<file path="src/rtl/dense_seq_pkg.sv">
// dense_seq_pkg: this package holds the state encoding and the sizing helper
// that the dense-layer sequencer uses.
`default_nettype none

package dense_seq_pkg;

  typedef enum logic [1:0] {
    eIDLE   = 2'd0,
    eACCUM  = 2'd1,
    eBIAS   = 2'd2,
    eOUTPUT = 2'd3
  } state_t;

  // Returns max(1, $clog2(n)). A single-neuron layer still needs a one-bit index.
  function automatic int clog2_min1(input int n);
    return (n > 1) ? $clog2(n) : 1;
  endfunction

endpackage

`default_nettype wire

</file>
<file path="src/rtl/index_counter.sv">
// index_counter: an up-counter with an asynchronous active-low reset,
// a synchronous clear and an increment enable. Clear takes priority.
`default_nettype none

module index_counter #(
  parameter int WIDTH = 4
) (
  input  logic             clk_i,
  input  logic             reset_n_i,
  input  logic             clear_i,
  input  logic             inc_i,
  output logic [WIDTH-1:0] count_o
);

  logic [WIDTH-1:0] count_d;
  logic [WIDTH-1:0] count_q;

  always_comb begin
    count_d = count_q;
    if (clear_i) begin
      count_d = '0;
    end else if (inc_i) begin
      count_d = count_q + WIDTH'(1);
    end
  end

  always_ff @(posedge clk_i or negedge reset_n_i) begin
    if (!reset_n_i) begin
      count_q <= '0;
    end else begin
      count_q <= count_d;
    end
  end

  assign count_o = count_q;

endmodule

`default_nettype wire

</file>
<file path="src/rtl/dense_layer_sequencer.sv">
// dense_layer_sequencer: this module steps a shared MAC through every input and
// then the bias for each neuron. It presents each result through a valid/ready
// handshake.
`default_nettype none

module dense_layer_sequencer
  import dense_seq_pkg::*;
#(
  parameter int INPUT_SIZE   = 16,
  parameter int LAYER_HEIGHT = 8,
  parameter int ADDR_W       = $clog2(INPUT_SIZE + 1),
  parameter int NEURON_W     = clog2_min1(LAYER_HEIGHT)
) (
  input  logic                clk_i,
  input  logic                reset_n_i,
  input  logic                start_i,
  input  logic                data_valid_i,
  input  logic                out_ready_i,
  output logic [ADDR_W-1:0]   input_addr_o,
  output logic [NEURON_W-1:0] neuron_addr_o,
  output logic                mac_en_o,
  output logic                mac_clear_o,
  output logic                bias_sel_o,
  output logic                result_valid_o,
  output logic                busy_o,
  output logic                done_o
);

  localparam logic [ADDR_W-1:0]   LAST_INPUT  = ADDR_W'(INPUT_SIZE - 1);
  localparam logic [NEURON_W-1:0] LAST_NEURON = NEURON_W'(LAYER_HEIGHT - 1);

  state_t state_d;
  state_t state_q;

  logic                in_idle;
  logic                in_accum;
  logic                in_bias;
  logic                in_output;
  logic                handshake;
  logic                last_input;
  logic                last_neuron;
  logic [ADDR_W-1:0]   input_idx;
  logic [NEURON_W-1:0] neuron_idx;

  assign in_idle     = (state_q == eIDLE);
  assign in_accum    = (state_q == eACCUM);
  assign in_bias     = (state_q == eBIAS);
  assign in_output   = (state_q == eOUTPUT);
  assign handshake   = in_output & out_ready_i;
  assign last_input  = (input_idx == LAST_INPUT);
  assign last_neuron = (neuron_idx == LAST_NEURON);

  always_comb begin
    state_d = state_q;
    case (state_q)
      eIDLE:   if (start_i) state_d = eACCUM;
      eACCUM:  if (data_valid_i && last_input) state_d = eBIAS;
      eBIAS:   state_d = eOUTPUT;
      eOUTPUT: if (out_ready_i) state_d = last_neuron ? eIDLE : eACCUM;
      default: state_d = eIDLE;
    endcase
  end

  always_ff @(posedge clk_i or negedge reset_n_i) begin
    if (!reset_n_i) begin
      state_q <= eIDLE;
    end else begin
      state_q <= state_d;
    end
  end

  // The input index runs on past the last input and reaches INPUT_SIZE, which
  // is the bias slot.
  index_counter #(
    .WIDTH (ADDR_W)
  ) u_input_idx (
    .clk_i     (clk_i),
    .reset_n_i (reset_n_i),
    .clear_i   (in_idle | handshake),
    .inc_i     (in_accum & data_valid_i),
    .count_o   (input_idx)
  );

  index_counter #(
    .WIDTH (NEURON_W)
  ) u_neuron_idx (
    .clk_i     (clk_i),
    .reset_n_i (reset_n_i),
    .clear_i   (in_idle | (handshake & last_neuron)),
    .inc_i     (handshake & ~last_neuron),
    .count_o   (neuron_idx)
  );

  assign input_addr_o   = input_idx;
  assign neuron_addr_o  = neuron_idx;
  assign mac_en_o       = (in_accum & data_valid_i) | in_bias;
  assign mac_clear_o    = in_accum & (input_idx == '0);
  assign bias_sel_o     = in_bias;
  assign result_valid_o = in_output;
  assign busy_o         = ~in_idle;
  assign done_o         = handshake & last_neuron;

endmodule

`default_nettype wire
</file>
<file path="config.mk">
export PLATFORM = sky130hd
export DESIGN_NAME = dense_layer_sequencer
export DESIGN_NICKNAME = d
export VERILOG_FILES = /design/src/rtl/dense_seq_pkg.sv /design/src/rtl/index_counter.sv /design/src/rtl/dense_layer_sequencer.sv
export SDC_FILE = /design/constraint.sdc
export NUM_CORES = 1
export LEC_CHECK = 0
export ABC_AREA = 1
export CELL_PAD_IN_SITES_DETAIL_PLACEMENT = 2
export CELL_PAD_IN_SITES_GLOBAL_PLACEMENT = 2
export CORE_ASPECT_RATIO = 0.6
export CORE_MARGIN = 5
export CORE_UTILIZATION = 27
export DETAILED_ROUTE_END_ITERATION = 12
export HOLD_SLACK_MARGIN = 0.08
export PLACE_DENSITY = 0.86
export SLEW_MARGIN = 20
export SYNTH_ARGS = -nofsm -noshare
export SYNTH_HDL_FRONTEND = slang
export SYNTH_SLANG_ARGS = --single-unit
</file>
<file path="constraint.sdc">
create_clock -name clk_i -period 3.2 [get_ports clk_i]
set_input_delay 0.64 -clock clk_i [delete_from_list [all_inputs] [get_ports clk_i]]
set_output_delay 0.64 -clock clk_i [all_outputs]
set_load 0.02 [all_outputs]
</file>
-- After elaboration in Yosys (flattened, before gate mapping)
Cells that the tools add are included.
- register bits: 10
- bits of input ports: 5
- output and inout bits: 14
- $add $sub $neg: 2
- eq/ne operators: 8
- multiplexer cells: 9
- bitwise gates (word level): 10
- reductions and logical operators: 6
- operators by type and width (kind ; number):
    5-bit 2-to-1 mux ; 2
    2-bit one-hot mux with 4 select lines ; 1
    2-bit 2-to-1 mux ; 3
    3-bit 2-to-1 mux ; 2
    5-bit by 1-bit adder with 5-bit output (second input constant) ; 1
    1-bit AND ; 5
    5-bit by 4-bit == test with 1-bit output (second input constant) ; 1
    5-bit zero test ; 1
    2-bit == test (second input constant) ; 2
    2-bit != test (second input constant) ; 2
    2-bit nonzero test ; 2
    3-bit by 1-bit adder with 3-bit output (second input constant) ; 1
    3-bit == test (second input constant) ; 1
    1-bit bitwise OR ; 3
    3-bit AND reduction ; 1
    2-bit by 1-bit == test with 1-bit output (second input constant) ; 1
    2-bit zero test ; 1
    2-bit by 1-bit != test with 1-bit output (second input constant) ; 1
    1-bit inverter ; 2
    1-bit logical AND ; 1
    1-bit 2-to-1 mux ; 1

-- Longest topological paths before layout
- word-level depth: 5
- mapped depth: 10
- gate-level depth less buffers: 10

-- By module
A second synthesis with hierarchy kept.
- cell total of the unflattened synthesis: 96
- area total of the unflattened synthesis: 696.9 µm²
- by module, submodules not included (module ; times used ; cells each ; area an instance (µm²) ; seq. area each (µm²)):
    dense_layer_sequencer ; 1 ; 47 ; 287.8 ; 50.0
    index_counter at u_input_idx ; 1 ; 32 ; 266.5 ; 125.1
    index_counter at u_neuron_idx ; 1 ; 17 ; 142.6 ; 75.1

-- Worst setup path after synthesis
No wires, ideal clock.
- kind: register -> output
- start point: reg u_input_idx.count_q[0], in the netlist u_input_idx.count_o[0]
- end point: out mac_clear_o
- data arrival time: 1.278 ns
- setup slack: 1.282 ns
- cell stages (with the launch flop): 5
- path through: dfrtp_1 inv_1 ha_1 nand3_1 nor3_1
- longest elaborated chain between the ends: 2
- ends and longest elaborated chain (what ; RTL line ; source):
    from (decl) ; index_counter.sv:16 ; logic [WIDTH-1:0] count_q;
    from (signal assigned) ; index_counter.sv:31 ; count_q <= count_d;
    5-bit zero test ; dense_layer_sequencer.sv:97 ; assign mac_clear_o = in_accum & (input_idx == '0);
    1-bit AND ; dense_layer_sequencer.sv:97 ;
    to (decl) ; dense_layer_sequencer.sv:22 ; output logic mac_clear_o,
No other way between the ends.

-- Final worst setup path
- start point: in data_valid_i
- end point: out mac_en_o
- longest elaborated chain between the ends: 2
- ends and longest elaborated chain (what ; RTL line ; source):
    from (decl) ; dense_layer_sequencer.sv:17 ; input logic data_valid_i,
    1-bit AND ; dense_layer_sequencer.sv:96 ; assign mac_en_o = (in_accum & data_valid_i) | in_bias;
    1-bit bitwise OR ; dense_layer_sequencer.sv:96 ;
    to (decl) ; dense_layer_sequencer.sv:21 ; output logic mac_en_o,
No other way between the ends.

==> summary.txt <==
CP arrival = 2.09 ns
CP Capture Type = output pin
Fin Hold WS = 0.5185 ns
worst reg2reg path depth = 10
CP Class = primary input to output pin
YS warnings = 0
Synth Cell Area = 684.4 µm²
P&R area growth vs syn = 40.22%
fill count = 286
crit path to = mac_en_o
die width = 75.00 µm
gr ovfl total = 0
DIE AREA = 3675 µm²
global-route wire length before repair = 3663 µm
vias in the first global route = 726
routability cong. = 0.8389
Synth cell types = 16
Worst R2R Start = u_input_idx.count_o[1]
Hold Fails Final Rpt = 0
CTS tree = built
number of max-cap violations = 0
# setup viols final = 0
Reg-to-Reg End = state_q[0]
FP Rows = 14
IO buf count = 18
Iter 0 DRT Violations = 11
synthesized area per cell = 7.605 µm²
worst skew pair latency = 0.24 ns
io pins = 19
leakage power total = 0.4916 nW
DR pass1 iterations = 2
Syn Nets = 105
status = completed
Yosys reg bits = 10
setup bufs post-CTS = 0
Hold Buf Count CTS = 0
sequential area share after synthesis = 36.56%
Multi-input gate area = 366.6 µm²
gr usage total = 13.10%
WL/cell = 14.47 µm
via count = 630
Fmax achieved = 366.5 MHz
TritonCTS Buffers = 3
largest net degree at the start of global routing = 11
clk_skew = 0.004120 ns
Slew headroom = 67.58%
CTS Buffer Depth = 2
Worst Tran Pin Value = 0.4848 ns
crit path time final = 2.729 ns
clock slew at reported path FFs = 0.05 ns
# DRC = 0
drt via density = 4.375
share of layout cells above drive strength 1 = 11.61%
nets = 128
CTS resizes = 0
period utilization = 85.27%
worst vdd ir = 216.8 µV
FF-to-FF setup slack = 1.73 ns
Routed WL = 2084 µm
sequential cell area = 250.2 µm²
RSZ-0062 raised after global routing = no
area of the core = 2470 µm²
pwr/cell area = 860.2 nW/µm²
Antenna Violating Nets Remaining = 0
Setup crit start = data_valid_i
HPWL Detailed = 1774 µm
initial antenna violation count = 0
CP max FO = 5
setup TNS = 0 ns
required time worst endpoint = 2.56 ns
Synth Instances = 90
initial core utilization = 27.71%
Die H = 49 µm
H-tree Lvls = 1
antenna cells = 0
Max Slew Vio Count = 0
Clock Sinks = 10
CTS Root Cell = clkbuf_8
min-delay worst type = flip-flop to flip-flop
CP Launch Type = primary input
==> worst max-delay path, stage by stage <==
cell and delay [ns]:
clkdlybuf4s50_1 0.50, nand2_2 0.12, inv_2 0.12, or2_1 0.11
clkdlybuf4s50_1 0.59
==> power breakdown <==
part | leakage (nW) | internal, W | switching [W]
combinational | 0.329 | 0.000185 | 0.000280
sequential | 0.134 | 0.000159 | 0.0000387
clock | 0.0288 | 0.000109 | 0.0000542
total | 0.492 | 0.000452 | 0.000373
==> registers in the layout, indices dropped and copies added (netlist names) <==
| register | count |
|---|---|
| u_neuron_idx.count_o | 3 |
| state_q | 2 |
| u_input_idx.count_o | 5 |
==> layout by cell type (no fill, tap or decap), types with 2 or more instances in the layout <==
master / instances
a21oi_1: 4
nand3_1: 4
nor2_1: 5
nor3_2: 2
inv_1: 16
clkdlybuf4s50_1: 18
nand2_2: 3
nand2_1: 28
dfrtp_1: 10
inv_2: 2
clkbuf_8: 4
ha_1: 10
==> layer usage <==
layer	vias to the layer above	track usage (%)	part of all wire [%]
met2	15	21.82	49
li1	313	-	-
met4	0	0	0
met1	302	17.04	46
met5	-	0	0
met3	0	4.938	4.8
==> area by class of cell <==
type / count / share of cell area [%]
inverters: 18 / 7.040
flip-flops and latches: 10 / 26.08
well taps: 32 / 4.172
clock buffers: 4 / 5.737
repair buffers: 18 / 18.77
multi-input cells: 62 / 38.20
==> kinds of logic (layout without fill, tap and decap cells) <==
family,Yosys count,after routing,share of synthesized area (%)
AND/OR/NAND/NOR,46,46,30.90
buffers and inverters,18,40,9.873
adder cells (fa/ha/maj),10,10,18.28
flip-flops,10,10,36.56
AO/OA/AOI/OAI,6,6,4.386
==> how the worst min path moves through the flow <==
stage / startpoint / end / slack (ns) / depth (start not counted)
3_3_place_gp: u_neuron_idx.count_o[1] / u_neuron_idx.count_o[1] / 0.50 / 2
3_5_place_dp: u_neuron_idx.count_o[1] / u_neuron_idx.count_o[1] / 0.51 / 2
6_report: u_neuron_idx.count_o[1] / u_neuron_idx.count_o[1] / 0.52 / 2
5_1_grt: u_neuron_idx.count_o[1] / u_neuron_idx.count_o[1] / 0.56 / 2
2_1_floorplan: reset_n_i / state_q[0] / 0.34 / 0
4_1_cts: u_neuron_idx.count_o[1] / u_neuron_idx.count_o[1] / 0.53 / 2
==> cell usage after synthesis <==
cell	instances	share of area (%)
a21oi_1	4	2.9
dfrtp_1	10	37
ha_1	10	18
inv_1	16	8.8
inv_2	2	1.1
nand2_1	28	15
nand2_2	3	2.7
nand3_1	4	2.9
nor2_1	5	2.7
nor2_2	1	0.91
nor2_4	1	1.6
nor3_1	1	0.73
nor3_2	2	2.9
o21ai_0	1	0.73
o21ai_1	1	0.73
or2_1	1	0.91
==> stage by stage <==
| step | worst slack, ns | total power [W] | util (%) | std cells | area, µm² |
|---|---|---|---|---|---|
| 2_1_floorplan | 1.282 | 0.0004768 | - | 90 | 684.4 |
| 3_3_place_gp | 0.5047 | 0.0006420 | 36.63 | 140 | 904.6 |
| 3_5_place_dp | 0.4626 | 0.0006745 | 36.63 | 140 | 904.6 |
| 4_1_cts | 0.4547 | 0.0008433 | 38.86 | 144 | 959.7 |
| 5_1_grt | 0.3898 | 0.0008998 | 38.86 | 144 | 959.7 |
| 6_report | 0.4715 | 0.0008255 | 38.86 | 144 | 959.7 |
(Power assumes the default switching activity.)
